`config.mk`:
```
export PLATFORM = sky130hd
export DESIGN_NAME = dly_calib_seq
export DESIGN_NICKNAME = d
export VERILOG_FILES = /design/src/rtl/dly_calib_defs.sv /design/src/rtl/dly_pulse_timer.sv /design/src/rtl/dly_calib_seq.sv
export SDC_FILE = /design/constraint.sdc
export NUM_CORES = 1
export LEC_CHECK = 0
export ABC_AREA = 0
export BUFFER_PORTS_ARGS = -buffer_cell sky130_fd_sc_hd__buf_2
export CAP_MARGIN = 20
export CORE_MARGIN = 2
export CORE_UTILIZATION = 25
export DETAILED_ROUTE_END_ITERATION = 12
export PLACE_DENSITY = 0.5
export SETUP_SLACK_MARGIN = 0.4
export SLEW_MARGIN = 20
export SYNTH_ARGS = -nofsm -noshare
export SYNTH_HDL_FRONTEND = slang
export SYNTH_SLANG_ARGS = --single-unit
export TNS_END_PERCENT = 1
```
`constraint.sdc`:
```
create_clock -name clk_div_enable -period 3.3 [get_ports clk_div_enable]
set_clock_uncertainty 0.15 [all_clocks]
set_input_delay 0.165 -clock clk_div_enable [delete_from_list [all_inputs] [get_ports clk_div_enable]]
set_output_delay 0.165 -clock clk_div_enable [all_outputs]
set_load 0.1 [all_outputs]
```
`src/rtl/dly_calib_defs.sv`:
```
// Shared definitions for the delay-line calibration sequencer: state encoding,
// default widths and the power-on calibration settings.
package dly_calib_defs;

  localparam int DEF_NUM_CH   = 4;
  localparam int DEF_CH_W     = 2;
  localparam int DEF_PULSE_W  = 5;
  localparam int DEF_PERIOD_W = 4;

  localparam int DEF_NUM_PULSE = 25;
  localparam int DEF_PERIOD    = 8;
  localparam int DEF_HIGH      = 1;

  typedef enum logic [1:0] {
    ST_IDLE = 2'd0,
    ST_RUN  = 2'd1,
    ST_DONE = 2'd2
  } state_t;

endpackage

```
`src/rtl/dly_pulse_timer.sv`:
```
// Free-running phase counter over one calibration pulse period. The flags
// describe the phase that will be current after the next edge.
module dly_pulse_timer #(
  parameter int PERIOD_W = 4
) (
  input  logic                clk,
  input  logic                rst_n,
  input  logic                clr,
  input  logic [PERIOD_W-1:0] period,
  input  logic [PERIOD_W-1:0] high,
  output logic                period_end,
  output logic                high_next
);

  logic [PERIOD_W-1:0] phase_reg;
  logic [PERIOD_W-1:0] phase_next;

  assign period_end = (phase_reg == (period - PERIOD_W'(1)));

  always_comb begin
    phase_next = phase_reg + PERIOD_W'(1);
    if (clr || period_end) begin
      phase_next = '0;
    end
  end

  // Lets the parent register calib for the coming phase without extra delay.
  assign high_next = (phase_next < high);

  always_ff @(posedge clk or negedge rst_n) begin
    if (!rst_n) begin
      phase_reg <= '0;
    end else begin
      phase_reg <= phase_next;
    end
  end

endmodule

```
`src/rtl/dly_calib_seq.sv`:
```
// Delay-line calibration pulse sequencer: programmable pulse trains to the TDC
// groups, broadcast or one channel at a time, with status back to the top FSM.
module dly_calib_seq
  import dly_calib_defs::*;
#(
  parameter int NUM_CH   = DEF_NUM_CH,
  parameter int CH_W     = DEF_CH_W,
  parameter int PULSE_W  = DEF_PULSE_W,
  parameter int PERIOD_W = DEF_PERIOD_W
) (
  input  logic                clk_div_enable,
  input  logic                rst_n,
  input  logic                cs_dly_calib,
  input  logic [PULSE_W-1:0]  cfg_num_pulse,
  input  logic [PERIOD_W-1:0] cfg_period,
  input  logic [PERIOD_W-1:0] cfg_high,
  input  logic [NUM_CH-1:0]   cfg_ch_mask,
  input  logic                cfg_seq_mode,
  output logic [NUM_CH-1:0]   calib_dly,
  output logic                busy,
  output logic                finish_dly_calib,
  output logic                err_cfg,
  output logic [PULSE_W-1:0]  cnt_pulse,
  output logic [CH_W-1:0]     cur_ch
);

  // {found, index} of the lowest set mask bit at or above 'from'.
  function automatic logic [CH_W:0] find_ch(input logic [NUM_CH-1:0] mask, input int from);
    logic [CH_W:0] res;
    res = '0;
    for (int i = NUM_CH - 1; i >= 0; i--) begin
      if (mask[i] && (i >= from)) begin
        res = {1'b1, CH_W'(i)};
      end
    end
    return res;
  endfunction

  function automatic logic [NUM_CH-1:0] onehot(input logic [CH_W-1:0] idx);
    return NUM_CH'(1) << idx;
  endfunction

  state_t               state_reg, state_next;
  logic [NUM_CH-1:0]    calib_reg, calib_next;
  logic                 busy_reg, busy_next;
  logic                 finish_reg, finish_next;
  logic                 err_reg, err_next;
  logic [PULSE_W-1:0]   cnt_reg, cnt_next;
  logic [CH_W-1:0]      cur_reg, cur_next;

  logic [PULSE_W-1:0]   num_lat_reg, num_lat_next;
  logic [PERIOD_W-1:0]  period_lat_reg, period_lat_next;
  logic [PERIOD_W-1:0]  high_lat_reg, high_lat_next;
  logic [NUM_CH-1:0]    mask_lat_reg, mask_lat_next;
  logic                 seq_lat_reg, seq_lat_next;

  logic                 period_end;
  logic                 high_next;
  logic                 cfg_valid;
  logic [PULSE_W-1:0]   cnt_inc;
  logic [CH_W:0]        first_ch;
  logic [CH_W:0]        next_ch;
  logic [NUM_CH-1:0]    active;

  dly_pulse_timer #(
    .PERIOD_W(PERIOD_W)
  ) u_timer (
    .clk        (clk_div_enable),
    .rst_n      (rst_n),
    .clr        (state_reg != ST_RUN),
    .period     (period_lat_reg),
    .high       (high_lat_reg),
    .period_end (period_end),
    .high_next  (high_next)
  );

  // high >= period also rejects period == 0.
  assign cfg_valid = (cfg_num_pulse != '0) && (cfg_high != '0) &&
                     (cfg_high < cfg_period) && (cfg_ch_mask != '0);

  assign cnt_inc  = cnt_reg + PULSE_W'(1);
  assign first_ch = find_ch(cfg_ch_mask, 0);
  assign next_ch  = find_ch(mask_lat_reg, int'(cur_reg) + 1);

  always_comb begin
    state_next      = state_reg;
    calib_next      = calib_reg;
    busy_next       = busy_reg;
    finish_next     = finish_reg;
    err_next        = err_reg;
    cnt_next        = cnt_reg;
    cur_next        = cur_reg;
    num_lat_next    = num_lat_reg;
    period_lat_next = period_lat_reg;
    high_lat_next   = high_lat_reg;
    mask_lat_next   = mask_lat_reg;
    seq_lat_next    = seq_lat_reg;
    active          = '0;

    if (!cs_dly_calib) begin
      // Abort or idle: everything but the error flag clears.
      state_next  = ST_IDLE;
      calib_next  = '0;
      busy_next   = 1'b0;
      finish_next = 1'b0;
      cnt_next    = '0;
      cur_next    = '0;
    end else begin
      case (state_reg)
        ST_IDLE: begin
          num_lat_next    = cfg_num_pulse;
          period_lat_next = cfg_period;
          high_lat_next   = cfg_high;
          mask_lat_next   = cfg_ch_mask;
          seq_lat_next    = cfg_seq_mode;
          cnt_next        = '0;
          if (!cfg_valid) begin
            state_next  = ST_DONE;
            calib_next  = '0;
            busy_next   = 1'b0;
            finish_next = 1'b1;
            err_next    = 1'b1;
            cur_next    = '0;
          end else begin
            // A valid config always has high >= 1, so phase 0 is a high phase.
            state_next  = ST_RUN;
            busy_next   = 1'b1;
            finish_next = 1'b0;
            err_next    = 1'b0;
            cur_next    = cfg_seq_mode ? first_ch[CH_W-1:0] : '0;
            calib_next  = cfg_seq_mode ? onehot(first_ch[CH_W-1:0]) : cfg_ch_mask;
          end
        end

        ST_RUN: begin
          if (period_end) begin
            if (cnt_inc == num_lat_reg) begin
              if (seq_lat_reg && next_ch[CH_W]) begin
                cur_next = next_ch[CH_W-1:0];
                cnt_next = '0;
              end else begin
                state_next  = ST_DONE;
                busy_next   = 1'b0;
                finish_next = 1'b1;
                cnt_next    = cnt_inc;
              end
            end else begin
              cnt_next = cnt_inc;
            end
          end
          active     = seq_lat_reg ? onehot(cur_next) : mask_lat_reg;
          calib_next = ((state_next == ST_RUN) && high_next) ? active : '0;
        end

        ST_DONE: begin
          calib_next  = '0;
          busy_next   = 1'b0;
          finish_next = 1'b1;
        end

        default: begin
          state_next = ST_IDLE;
          calib_next = '0;
          busy_next  = 1'b0;
        end
      endcase
    end
  end

  always_ff @(posedge clk_div_enable or negedge rst_n) begin
    if (!rst_n) begin
      state_reg      <= ST_IDLE;
      calib_reg      <= '0;
      busy_reg       <= 1'b0;
      finish_reg     <= 1'b0;
      err_reg        <= 1'b0;
      cnt_reg        <= '0;
      cur_reg        <= '0;
      num_lat_reg    <= '0;
      period_lat_reg <= '0;
      high_lat_reg   <= '0;
      mask_lat_reg   <= '0;
      seq_lat_reg    <= 1'b0;
    end else begin
      state_reg      <= state_next;
      calib_reg      <= calib_next;
      busy_reg       <= busy_next;
      finish_reg     <= finish_next;
      err_reg        <= err_next;
      cnt_reg        <= cnt_next;
      cur_reg        <= cur_next;
      num_lat_reg    <= num_lat_next;
      period_lat_reg <= period_lat_next;
      high_lat_reg   <= high_lat_next;
      mask_lat_reg   <= mask_lat_next;
      seq_lat_reg    <= seq_lat_next;
    end
  end

  assign calib_dly        = calib_reg;
  assign busy             = busy_reg;
  assign finish_dly_calib = finish_reg;
  assign err_cfg          = err_reg;
  assign cnt_pulse        = cnt_reg;
  assign cur_ch           = cur_reg;

endmodule

```
==> flow_metrics.tcl <==
set metrics [dict create \
    status "completed" \
    gp_congestion 0.790 \
    finalSetupViolCount 0 \
    netlist_area_um2 2210 \
    dp_hpwl_mm 3.91 \
    crit_path_max_fanout 3 \
    slowest_delay_ns 0.37 \
    die-width_um 98.0 \
    power_density_nw_per_um2 589 \
    max_freq_mhz 383 \
    path_delay_family "compound AO/OA/AOI/OAI gates" \
    worstPathCellList "inv_1, ha_1, xor2_1, nand4_1, nand2_2, nor2_1, ha_1, a21o_1, a21oi_1, o21ai_1, a21oi_2, nand2_1, o21ai_1" \
    layout_commonest_cell "dfrtp_1" \
    die_h_um 98.0 \
    ctsLongestPathBuffers 2 \
    cts_made_buffers 5 \
    first_pass_iters 4 \
    leakage_nw 1.29 \
    period_share_pct 79.1 \
    grt_pass1_vias 1938 \
    ys_async_sr_fraction_pct 100 \
    htreeDepth 2 \
    crit_slowest_cell "dfrtp_1" \
    drv_slew 0 \
    slew_headroom_pct 41.3 \
    portBuffers 34 \
    criticalPathCategory "reg -> reg" \
    grt_max_degree 39 \
    overflow 0 \
    required_ns 3.37 \
    cts_root_buf "clkbuf_8" \
    end_kind "register" \
    critical_path_buf_inv_count 1 \
    yosysUniqueCellTypes 46 \
    die_area_um2 9610 \
    core_um2 8640 \
    final_cell_mix "36 x dfrtp_1, 34 x buf_2, 17 x nand2_1" \
    clock-sinks 38 \
    synth_area_per_cell_um2 9.83 \
    grt_pass1_wl_mm 9.09 \
    pin_count 35 \
    final_cells 385 \
    clock_latency_ns 0.29 \
    ys_seq_area_share_pct 43.0 \
    clk_pin_slew_ns 0.07 \
    synth_nets 258 \
    drc_errors 0 \
    worstPathArrival_ns 2.68 \
    hold_ws_ns 0.00381 \
    period_minus_slack_ns 2.61 \
    initial_core_util_pct 25.6 \
    ir_drop_uv 152 \
    antennaDiodeCount 0 \
    drive_gt1_share_pct 26.4 \
    hold_violations 0 \
    nNetsFinal 309 \
    rsz0062_at_grt "yes" \
    post_drt_wl_per_cell_um 13.4 \
    placementRows 34 \
    dr.first_iter.drc_count 76 \
    cts_tree "built" \
    vias 1835 \
    fin_area_um2 2740 \
    track_usage_pct 11.9 \
    synthCells 225 \
    ant_nets 0 \
    setup_tns_ns 0 \
    dpl_cell_area_um2 2510 \
    hp-class "in -> reg" \
    synth_edf_count 0 \
    syn_to_final_growth_pct 24.0 \
    startpoint_type "register" \
    fin_util_pct 31.7 \
    placed_cells 363 \
    antenna_found_initial 0 \
    yosysWarnings 0 \
    tightest_slew_ns 0.880 \
    synth-main-ff-cell "dfrtp_1" \
    vias_per_cell 4.77 \
    synth-seq-cells 38 \
    cap_violations 0 \
    drt_wl_total_mm 5.17 \
]
==> synthesized netlist by cell type, types with 2 or more instances <==
| library cell | instances | area share (%) |
|---|---|---|
| dfrtp_1 | 38 | 43 |
| o21ai_0 | 19 | 4.3 |
| nand2_1 | 18 | 3.1 |
| inv_1 | 16 | 2.7 |
| mux2_2 | 15 | 7.6 |
| a21oi_1 | 13 | 2.9 |
| ha_1 | 12 | 6.8 |
| nand3_1 | 10 | 2.3 |
| nor2_1 | 10 | 1.7 |
| xor2_1 | 8 | 3.2 |
| xnor2_1 | 6 | 2.4 |
| clkbuf_1 | 5 | 0.85 |
| nor3_1 | 5 | 1.1 |
| a21o_1 | 3 | 1.0 |
| a22o_1 | 3 | 1.2 |
| a31oi_1 | 3 | 0.85 |
| nor2b_1 | 3 | 0.85 |
| nor4_1 | 3 | 0.85 |
| a22oi_1 | 2 | 0.68 |
| a311oi_1 | 2 | 0.79 |
| and2_1 | 2 | 0.57 |
| and3_1 | 2 | 0.57 |
| nand2b_1 | 2 | 0.57 |
| nand4_1 | 2 | 0.57 |
| or3_1 | 2 | 0.57 |
==> timing repair <==
item / 4_1_cts / 5_1_grt
resized for setup: 0 / 5
endpoints found under the setup margin: 0 / 4
setup buffers: 0 / 3
endpoints found under the hold margin: 48 / 0
hold buffers: 11 / 0
==> worst min-delay path, stage by stage <==
cell	delay, ns
buf_2	0.09
inv_1	0.06
o21ai_0	0.08
==> logic make-up after synthesis <==
family          share of synthesized area, %
compound gates                          15.8
mux                                     7.64
simple gates                            16.5
xor+xnor                                6.56
buf+inv                                 3.74
fa+ha+maj                               6.79
flops                                   43.0
==> stage by stage <==
step	worst slack (ns)	power (mW)
final	0.689	1.62
after global routing	0.375	1.74
after CTS	0.465	1.62
after detailed placement	0.486	1.26
after global placement	0.599	1.25
after floorplan	0.529	1.12
==> path summary, 6_finish.rpt <==
path,slack [ns],to,cells past startpoint,start
max,0.69,calib_dly[2],13,period_lat_reg[0]
min,0.004,period_lat_reg[3],3,cfg_period[3]
max reg2reg,0.69,calib_dly[2],13,period_lat_reg[0]
min reg2reg,0.32,err_cfg,2,err_cfg
max in group asynchronous,2.03,cnt_pulse[0],2,rst_n
min in group asynchronous,0.37,cnt_pulse[2],2,rst_n
==> per-layer routing <==
layer | wire length (µm) | track usage (%)
met1 | 2140 | 13.3
met2 | 2700 | 21.9
met4 | 148 | 4.81
met5 | 0 | 0
met3 | 178 | 2.58
==> report_power, final <==
part	switching (mW)	internal, mW
sequential	0.0819	0.557
clock	0.168	0.169
combinational	0.402	0.237
==> cell type report <==
class,instances,area [µm²]
clock buffer,7,86.3
clock inverter,1,5.00
fill,912,5890
inverter,16,60.1
multi-input combinational,165,1180
sequential,38,953
tap,108,135
timing repair buffer,50,318
Note: power is estimated with default switching activity, not from simulation.
